[config.mk]
export PLATFORM = sky130hd
export DESIGN_NAME = tug_round_ctrl
export DESIGN_NICKNAME = d
export VERILOG_FILES = /design/src/rtl/tug_round_ctrl.sv
export SDC_FILE = /design/constraint.sdc
export NUM_CORES = 1
export LEC_CHECK = 0
export CORE_AREA = 5 5 58 99
export DETAILED_ROUTE_END_ITERATION = 16
export DIE_AREA = 0 0 63 104
export PLACE_DENSITY = 0.65
export SYNTH_ARGS = -nofsm -noshare
export SYNTH_HDL_FRONTEND = slang
export SYNTH_SLANG_ARGS = --single-unit
[constraint.sdc]
create_clock -name clk -period 2.3 [get_ports clk]
set_clock_uncertainty 0.1 [all_clocks]
set_input_delay 0.23 -clock clk [delete_from_list [all_inputs] [get_ports clk]]
set_output_delay 0.23 -clock clk [all_outputs]
set_load 0.03 [all_outputs]
[src/rtl/tug_round_ctrl.sv]
// tug_round_ctrl
//   Round sequencer for the tug-of-war game. Each round it arms the push-button
//   latch, waits a pseudo-random delay, lights GO, then reads the latch result
//   and moves the rope one step toward the first presser. A win is detected
//   when the rope reaches either end.
//
// Ports
//   clk       in   system clock, rising edge
//   rst       in   asynchronous active-low reset
//   pbl, pbr  in   left/right buttons (synchronized), used only for fouls/release
//   new_game  in   level, restarts play from WIN
//   push      in   latch: some player pressed
//   tie       in   latch: both pressed together
//   right     in   latch: right player pressed first
//   clear     out  latch clear (high everywhere except GO)
//   go        out  GO lamp
//   leds      out  one-hot rope position, bit 0 = left end
//   win_l     out  left player won
//   win_r     out  right player won
//   foul      out  one-cycle pulse on a press during the delay
module tug_round_ctrl #(
   parameter int NUM_POS    = 9,
   parameter int MIN_DELAY  = 16,
   parameter int RAND_BITS  = 4,
   parameter int GO_TIMEOUT = 255
) (
   input  logic               clk,
   input  logic               rst,
   input  logic               pbl,
   input  logic               pbr,
   input  logic               new_game,
   input  logic               push,
   input  logic               tie,
   input  logic               right,
   output logic               clear,
   output logic               go,
   output logic [NUM_POS-1:0] leds,
   output logic               win_l,
   output logic               win_r,
   output logic               foul
);

   localparam int CENTRE = (NUM_POS - 1) / 2;
   localparam int DW     = $clog2(MIN_DELAY + (1 << RAND_BITS)) + 1;
   localparam int TW     = $clog2(GO_TIMEOUT) + 1;
   // Low RAND_BITS of the LFSR; an all-zero mask gives a fixed delay.
   localparam logic [7:0] RMASK = 8'((1 << RAND_BITS) - 1);
   localparam logic [NUM_POS-1:0] LED_CTR = {{(NUM_POS-1){1'b0}}, 1'b1} << CENTRE;

   typedef enum logic [2:0] {
      S_IDLE, S_WAIT_REL, S_DELAY, S_GO, S_SCORE, S_CHECK, S_WIN
   } state_t;

   state_t             state_q;
   logic [7:0]         lfsr_q;
   logic [DW-1:0]      dly_q;
   logic [TW-1:0]      tmo_q;
   logic               tie_q, right_q;
   logic [NUM_POS-1:0] leds_q;
   logic               clear_q, go_q, win_l_q, win_r_q, foul_q;

   logic               lfsr_fb;
   logic [DW-1:0]      dly_load;

   // Fibonacci LFSR, taps 8,6,5,4.
   assign lfsr_fb  = lfsr_q[7] ^ lfsr_q[5] ^ lfsr_q[4] ^ lfsr_q[3];
   assign dly_load = DW'(MIN_DELAY) + DW'(lfsr_q & RMASK);

   always_ff @(posedge clk or negedge rst) begin
      if (!rst) lfsr_q <= 8'hA5;
      else      lfsr_q <= {lfsr_q[6:0], lfsr_fb};
   end

   // The rope position is held directly as the one-hot leds register.
   // go/clear are only changed on transitions into or out of GO.
   always_ff @(posedge clk or negedge rst) begin
      if (!rst) begin
         state_q <= S_IDLE;
         dly_q   <= '0;
         tmo_q   <= '0;
         tie_q   <= 1'b0;
         right_q <= 1'b0;
         leds_q  <= LED_CTR;
         clear_q <= 1'b1;
         go_q    <= 1'b0;
         win_l_q <= 1'b0;
         win_r_q <= 1'b0;
         foul_q  <= 1'b0;
      end else begin
         foul_q <= 1'b0;
         case (state_q)
            S_IDLE: state_q <= S_WAIT_REL;
            S_WAIT_REL: begin
               if (!pbl && !pbr) begin
                  dly_q   <= dly_load;
                  state_q <= S_DELAY;
               end
            end
            S_DELAY: begin
               // A press beats expiry in the same cycle.
               if (pbl || pbr) begin
                  foul_q  <= 1'b1;
                  state_q <= S_WAIT_REL;
               end else if (dly_q == DW'(1)) begin
                  tmo_q   <= '0;
                  go_q    <= 1'b1;
                  clear_q <= 1'b0;
                  state_q <= S_GO;
               end else begin
                  dly_q <= dly_q - DW'(1);
               end
            end
            S_GO: begin
               if (push) begin
                  tie_q   <= tie;
                  right_q <= right;
                  go_q    <= 1'b0;
                  clear_q <= 1'b1;
                  state_q <= S_SCORE;
               end else if (tmo_q == TW'(GO_TIMEOUT - 1)) begin
                  go_q    <= 1'b0;
                  clear_q <= 1'b1;
                  state_q <= S_WAIT_REL;
               end else begin
                  tmo_q <= tmo_q + TW'(1);
               end
            end
            S_SCORE: begin
               // tie outranks right; end guards keep the rope one-hot.
               if (!tie_q) begin
                  if (right_q) begin
                     if (!leds_q[NUM_POS-1]) leds_q <= leds_q << 1;
                  end else begin
                     if (!leds_q[0]) leds_q <= leds_q >> 1;
                  end
               end
               state_q <= S_CHECK;
            end
            S_CHECK: begin
               if (leds_q[NUM_POS-1]) begin
                  win_r_q <= 1'b1;
                  state_q <= S_WIN;
               end else if (leds_q[0]) begin
                  win_l_q <= 1'b1;
                  state_q <= S_WIN;
               end else begin
                  state_q <= S_WAIT_REL;
               end
            end
            S_WIN: begin
               if (new_game) begin
                  leds_q  <= LED_CTR;
                  win_l_q <= 1'b0;
                  win_r_q <= 1'b0;
                  state_q <= S_WAIT_REL;
               end
            end
            default: state_q <= S_IDLE;
         endcase
      end
   end

   assign clear = clear_q;
   assign go    = go_q;
   assign leds  = leds_q;
   assign win_l = win_l_q;
   assign win_r = win_r_q;
   assign foul  = foul_q;

endmodule

* Word level (Yosys, flattened, before mapping) *
Cells that the tools add are included.

word-level totals
  flip-flop bits (word level) = 42
  word-level logic and storage cells = 104

operators by class
  add/subtract/negate cells = 3
  eq/ne operators = 23
  muxes and demuxes = 42
  bitwise gates (word level) = 3
  reductions and logical operators = 19

operators with widths
  kind                                                 number
  2-to-1 mux 9 bit                                     9
  one-hot mux 9 bit (2 select lines)                   2
  2-to-1 mux 3 bit                                     8
  AND reduction 4 bit                                  6
  != test 2 bit, second input constant                 11
  one-hot mux 3 bit (7 select lines)                   1
  2-to-1 mux 6 bit                                     3
  2-to-1 mux 1 bit                                     14
  != test 3 bit, second input constant                 4
  one-hot mux 6 bit (2 select lines)                   1
  AND reduction 5 bit                                  2
  adder 9 x 1 -> 9 bit, second input constant          1
  equality test 3 bit, second input constant           3
  equality test 9 x 8 -> 1 bit, second input constant  1
  one-hot mux 1 bit (2 select lines)                   4
  nonzero test 2 bit                                   4
  adder 5 x 4 -> 6 bit, first input constant           1
  equality test 3 x 2 -> 1 bit, second input constant  2
  equality test 6 x 1 -> 1 bit, second input constant  1
  subtractor 6 x 1 -> 6 bit, second input constant     1
  equality test 3 x 1 -> 1 bit, second input constant  1
  logical NOT 3 bit                                    1
  AND reduction 3 bit                                  1
  bitwise XOR 1 bit                                    3
  4 further kinds                                      5

* Depth between registers and ports, before layout *
Gate-level depths: netlist of the first run.

  depth after elaboration = 4
  gate-level depth with buffers = 7
  gate-level depth less buffers = 6

* Worst setup path after synthesis of the first run *
Ideal clock, no wire load.

  path kind = flip-flop to flip-flop
  start point = reg state_q[2]
  end point = reg dly_q[4]
  library setup time = 131 ps
  arrival = 1670 ps
  slack = 399 ps
  cell stages (with the launch flop) = 5
  period minus slack after synthesis = 1901 ps
  path through = dfrtp_1 -> or3b_4 -> a211o_1 -> o31a_1 -> or3_1

between the ends
  word-level cells in the longest chain between the ends = 3
  elaborated cells between the ends (all ways) = 8

RTL lines
  item                                                                          line  source
  start, declared                                                               54    state_t state_q;
  start signal, assigned                                                        78    state_q <= S_IDLE;
  start signal, assigned                                                        92    S_IDLE: state_q <= S_WAIT_REL;
  start signal, assigned                                                        96    state_q <= S_DELAY;
  equality test 3 x 2 -> 1 bit or equality test 3 x 1 -> 1 bit (tied branches)  91    case (state_q)
  != test 2 bit (no line) or nonzero test 2 bit (tied branches)                 -
  AND reduction 4 bit (no line)                                                 -
  end signal, assigned                                                          95    dly_q <= dly_load;
  end signal, assigned                                                          110   dly_q <= dly_q - DW'(1);
  end, declared                                                                 56    logic [DW-1:0] dly_q;

Several ways; a longest one is shown, not always the timed one.
A chain may end at the register's enable or synchronous reset.

* Worst setup path after layout of the first run *
  start point = reg state_q[1]
  end point = reg dly_q[1]

Same word-level chain as after synthesis.

==> results of run 1 <==
-- critical path, delay by kind of cell, from the launching register on --
| family | cells | cell delay (ps) |
|---|---|---|
| mux | 1 | 320 |
| buf+inv | 1 | 180 |
| flops | 1 | 480 |
| simple gates | 2 | 560 |
| compound gates | 1 | 310 |
-- power breakdown --
part | internal, W | leakage [nW] | switching [W]
registers | 0.000874 | 0.534 | 0.000142
logic | 0.000426 | 0.624 | 0.000539
clock network | 0.000241 | 0.0472 | 0.000258
total | 0.00154 | 1.20 | 0.000939
-- cells in the final DEF, fill, tap and decap left out, types with 2 or more instances in the layout --
master and n:
sky130_fd_sc_hd__a211o_1 2, sky130_fd_sc_hd__a21o_1 3, sky130_fd_sc_hd__a21oi_1 18, sky130_fd_sc_hd__a22o_1 2, sky130_fd_sc_hd__a22oi_1 3, sky130_fd_sc_hd__a31oi_1 6
sky130_fd_sc_hd__buf_4 19, sky130_fd_sc_hd__clkbuf_8 6, sky130_fd_sc_hd__clkdlybuf4s50_1 20, sky130_fd_sc_hd__dfrtp_1 36, sky130_fd_sc_hd__dfstp_2 6, sky130_fd_sc_hd__ha_1 4
sky130_fd_sc_hd__inv_1 6, sky130_fd_sc_hd__mux2_1 11, sky130_fd_sc_hd__mux2i_1 4, sky130_fd_sc_hd__nand2_1 19, sky130_fd_sc_hd__nand2b_1 4, sky130_fd_sc_hd__nand3_1 5
sky130_fd_sc_hd__nand3b_1 2, sky130_fd_sc_hd__nand4_1 2, sky130_fd_sc_hd__nor2_1 20, sky130_fd_sc_hd__nor2b_1 2, sky130_fd_sc_hd__nor3_1 7, sky130_fd_sc_hd__nor3b_1 4
sky130_fd_sc_hd__o21ai_0 9, sky130_fd_sc_hd__o21ai_1 6, sky130_fd_sc_hd__o2bb2ai_1 3, sky130_fd_sc_hd__o31a_1 2, sky130_fd_sc_hd__or2_2 3, sky130_fd_sc_hd__or3_1 3
sky130_fd_sc_hd__xnor2_1 2
-- routing by layer --
metal | global-route usage, % | up-vias
li1 | - | 887
met1 | 18.3 | 874
met2 | 27.5 | 25
met3 | 3.03 | 4
met4 | 3.49 | 0
met5 | 0 | -
-- area by class of cell --
cell class                 count  area (sq um)  area share [%]
sequential                    42          1060            39.5
timing repair buffer          41           358            13.4
inverter                       6          22.5           0.840
clock buffer                   6          82.6            3.08
multi-input combinational    166          1080            40.2
tap                           54          67.6            2.52
clock inverter                 2          12.5           0.467
-- flip-flops by register name, summed over array words and instances, names as in the netlist, 3 cells and up --
register	count
leds	9
tmo_q	9
lfsr_q	8
dly_q	6
state_q	3
-- logic make-up after synthesis --
| kind of cell | after synthesis | share of synthesized area [%] |
|---|---|---|
| xor+xnor | 3 | 1.20 |
| flops | 42 | 48.2 |
| fa+ha+maj | 4 | 2.28 |
| mux | 16 | 7.97 |
| buf+inv | 15 | 2.79 |
| simple gates | 81 | 19.6 |
| compound gates | 62 | 18.0 |
-- per-stage QoR --
step / setup WS [ps] / std cells / area, sq um
global placement: 152 / 308 / 2570
detailed placement: 110 / 308 / 2570
global route: 79.8 / 317 / 2680
finish: 239 / 317 / 2680
floorplan: 399 / 223 / 2200
CTS: 225 / 317 / 2680
-- repair_timing --
item                      in CTS  in global routing
hold endpoints to repair      22                  0
setup buffers                  0                  0
hold buffers                   1                  0
-- worst max-delay path by stage --
| stage | endpoint | slack [ps] | depth (start not counted) |
|---|---|---|---|
| 3_5_place_dp | tmo_q[7]$_DFFE_PN0P_ | 110 | 5 |
| 6_report | dly_q[1]$_DFFE_PN0P_ | 240 | 5 |
| 5_1_grt | tmo_q[2]$_DFFE_PN0P_ | 80 | 7 |
| 4_1_cts | dly_q[1]$_DFFE_PN0P_ | 220 | 5 |
| 2_1_floorplan | dly_q[4]$_DFFE_PN0P_ | 400 | 4 |
| 3_3_place_gp | tmo_q[7]$_DFFE_PN0P_ | 150 | 5 |
==> metrics.md, run 1 <==
| Metric | Value |
|---|---|
| Slack of the worst reg-to-reg path | approximately 240 ps |
| Total vias in the final route | approximately 1.8k |
| Initial DRT Pass Iterations | 4 |
| HPWL after detailed placement | 3.70 mm |
| Routed met2 length | 2.60 mm |
| Number of clock sinks | 42 |
| Most frequent cell after synthesis | sky130_fd_sc_hd__dfrtp_1 |
| Power density normalized to cell area | 926 nW/um^2 |
| Critical path capture point type | flip-flop |
| Startpoint-to-endpoint class of the critical path | flip-flop to flip-flop |
| Number of buffers on the longest clock path | 2 |
| GR Overflow Total | 0 |
| Highest routed metal layer | met4 |
| CP max stage delay | between 400 and 500 ps |
| End of the worst hold path | lfsr_q[7]$_DFF_PN1_ |
| Count of unique library cells instantiated by Yosys | 50 |
| Global-route wire length before repair | about 8.3 mm |
| Post-synth top area cell | sky130_fd_sc_hd__dfrtp_1 |
| Wire length on met1 | 2.09 mm |
| Wirelength, routed | 4.89 mm |
| Routability congestion estimate | 0.834 |
| Number of enable-type register cells in the synthesized netlist | 0 |
| Number of antenna repair diodes | 0 |
| Via-per-instance ratio | 5.65 |
| Number of instances in the synthesized netlist | 223 |
| Worst R2R End | dly_q[1]$_DFFE_PN0P_ |
| Final number of hold-violating endpoints | 0 |
| Clock-pin slew reported for the worst setup and hold paths after clock tree synthesis | 80 ps |
| Number of levels in the clock H-tree | 2 |
| Num rows | 34 |
| Leak pwr | 1.20 nW |
| Worst vdd rail ir drop | 0.542 mV |
| Setup-failing EPs final | 0 |
| Die X | 63 um |
| Final core occ | 54.8% |
| Worst path required time | 2380 ps |
| Critical path cell sequence | or3b_4, buf_4, a211oi_2, nor2_1, mux2_1 |
| Clk_lat worst skew | between 200 and 300 ps |
| Post-route DRC | 0 |
| Hold Crit Class | flip-flop to flip-flop |
| Global routing usage summed across all routing layers | 15.3% |
| Depth of the worst register-to-register path | 5 |
| Tot Pwr | 0.00248 W |
| Initial standard-cell utilization of the core | 44.9% |
| Maximum number of pins on one net before global-route repair | 28 |
| Most instantiated flip-flop cell in the synthesis netlist | sky130_fd_sc_hd__dfrtp_1 |
| Count of input and output buffers | 21 |
| Final-layout setup total negative slack | 0 ps |
| Yosys warning count | 0 |
| Number of global-route vias before repair | between 1.5k and 2k |
| Number of storage elements in the synthesis netlist | 42 |
| Height of the die | 104 um |
| Count of routing violations after the opening detailed-route iteration | 91 |
| Setup repair after global routing missed its margin | no |
| Post-layout net count | 274 |
| Worst setup path start | state_q[1]$_DFFE_PN0P_ |
| FMAX | 485 MHz |
| Final critical-path share of the clock period | 89.6% |
| Main area contributors after synthesis | sky130_fd_sc_hd__dfrtp_1 (41%), sky130_fd_sc_hd__dfstp_2 (7.2%), sky130_fd_sc_hd__mux2_1 (5.6%) |
| Top cells by instance count after synthesis | sky130_fd_sc_hd__dfrtp_1 (36), sky130_fd_sc_hd__nor2_1 (20), sky130_fd_sc_hd__nand2_1 (19) |
| Tightest Pin Transition | a little under 700 ps |
| Relative area change from synthesis to final layout | 21.9% |
| Largest driver fanout on the critical path | 11 |
| Number of ports placed on the die boundary | 22 |
| Total of fill cells in the finished design | 473 |
| DIE AREA | around 6600 sq um |
| Final min period | approximately 2100 ps |
| Worst hold slack | between 200 and 300 ps |
| Number of nets with antenna violations after routing | 0 |
| Sequential share of the synthesized area | approximately half |
| Cell area after synthesis | 2200 sq um |
| Number of CTS-inserted buffers | 5 |
| CTS root buffer | sky130_fd_sc_hd__clkbuf_8 |
| Number of stages on the worst hold path | 0 |
| Result of the run | completed |
| Standard cell core area | 4890 sq um |
| Worst reg2reg path startpoint | state_q[1]$_DFFE_PN0P_ |
| Fraction of layout cells with a size suffix above 1 | 16.3% |
| Max stage delay cell, worst path | sky130_fd_sc_hd__dfrtp_1 |
| Net count after synthesis | 235 |
| Max-capacitance violation count | 0 |
| Antenna violations before repair | 0 |
| Critical Path AT | 2140 ps |
| Headroom to the max-slew limit | 53.6% |
| Slew Viols, Final | 0 |
| Share of async-settable or async-resettable flops after synthesis | 100% |
| Post-synthesis area per instance | 9.86 sq um |
| WL per Instance | approximately 15 um |
| Area share of the largest cell type after synthesis | 41.0% |
| CTS tree | yes |
| Amount of wire on met3 after detailed routing | 161 um |
| Launch instance of the worst min-delay path | lfsr_q[6]$_DFF_PN0_ |
| Setup crit start kind | flip-flop |
| Post-cts gate resize count | 0 |
No activity file was read; power rests on OpenSTA's default activity.
==> run 2, diff against run 1 <==
--- a/config.mk
+++ b/config.mk
@@ -6,6 +6,7 @@
 export NUM_CORES = 1
 export LEC_CHECK = 0
 export CORE_AREA = 5 5 58 99
+export CTS_BUF_LIST = sky130_fd_sc_hd__clkbuf_4 sky130_fd_sc_hd__clkbuf_8
 export DETAILED_ROUTE_END_ITERATION = 16
 export DIE_AREA = 0 0 63 104
 export PLACE_DENSITY = 0.65
==> results of run 2 <==
Same layout as run 1: the final DEF is identical, and so are final timing and power.
==> run 3, diff against run 2 <==
--- a/config.mk
+++ b/config.mk
@@ -7,6 +7,7 @@
 export LEC_CHECK = 0
 export CORE_AREA = 5 5 58 99
 export CTS_BUF_LIST = sky130_fd_sc_hd__clkbuf_4 sky130_fd_sc_hd__clkbuf_8
+export CTS_CLUSTER_DIAMETER = 100
 export DETAILED_ROUTE_END_ITERATION = 16
 export DIE_AREA = 0 0 63 104
 export PLACE_DENSITY = 0.65
==> results of run 3 <==
Same layout as run 1: the final DEF is identical, and so are final timing and power.
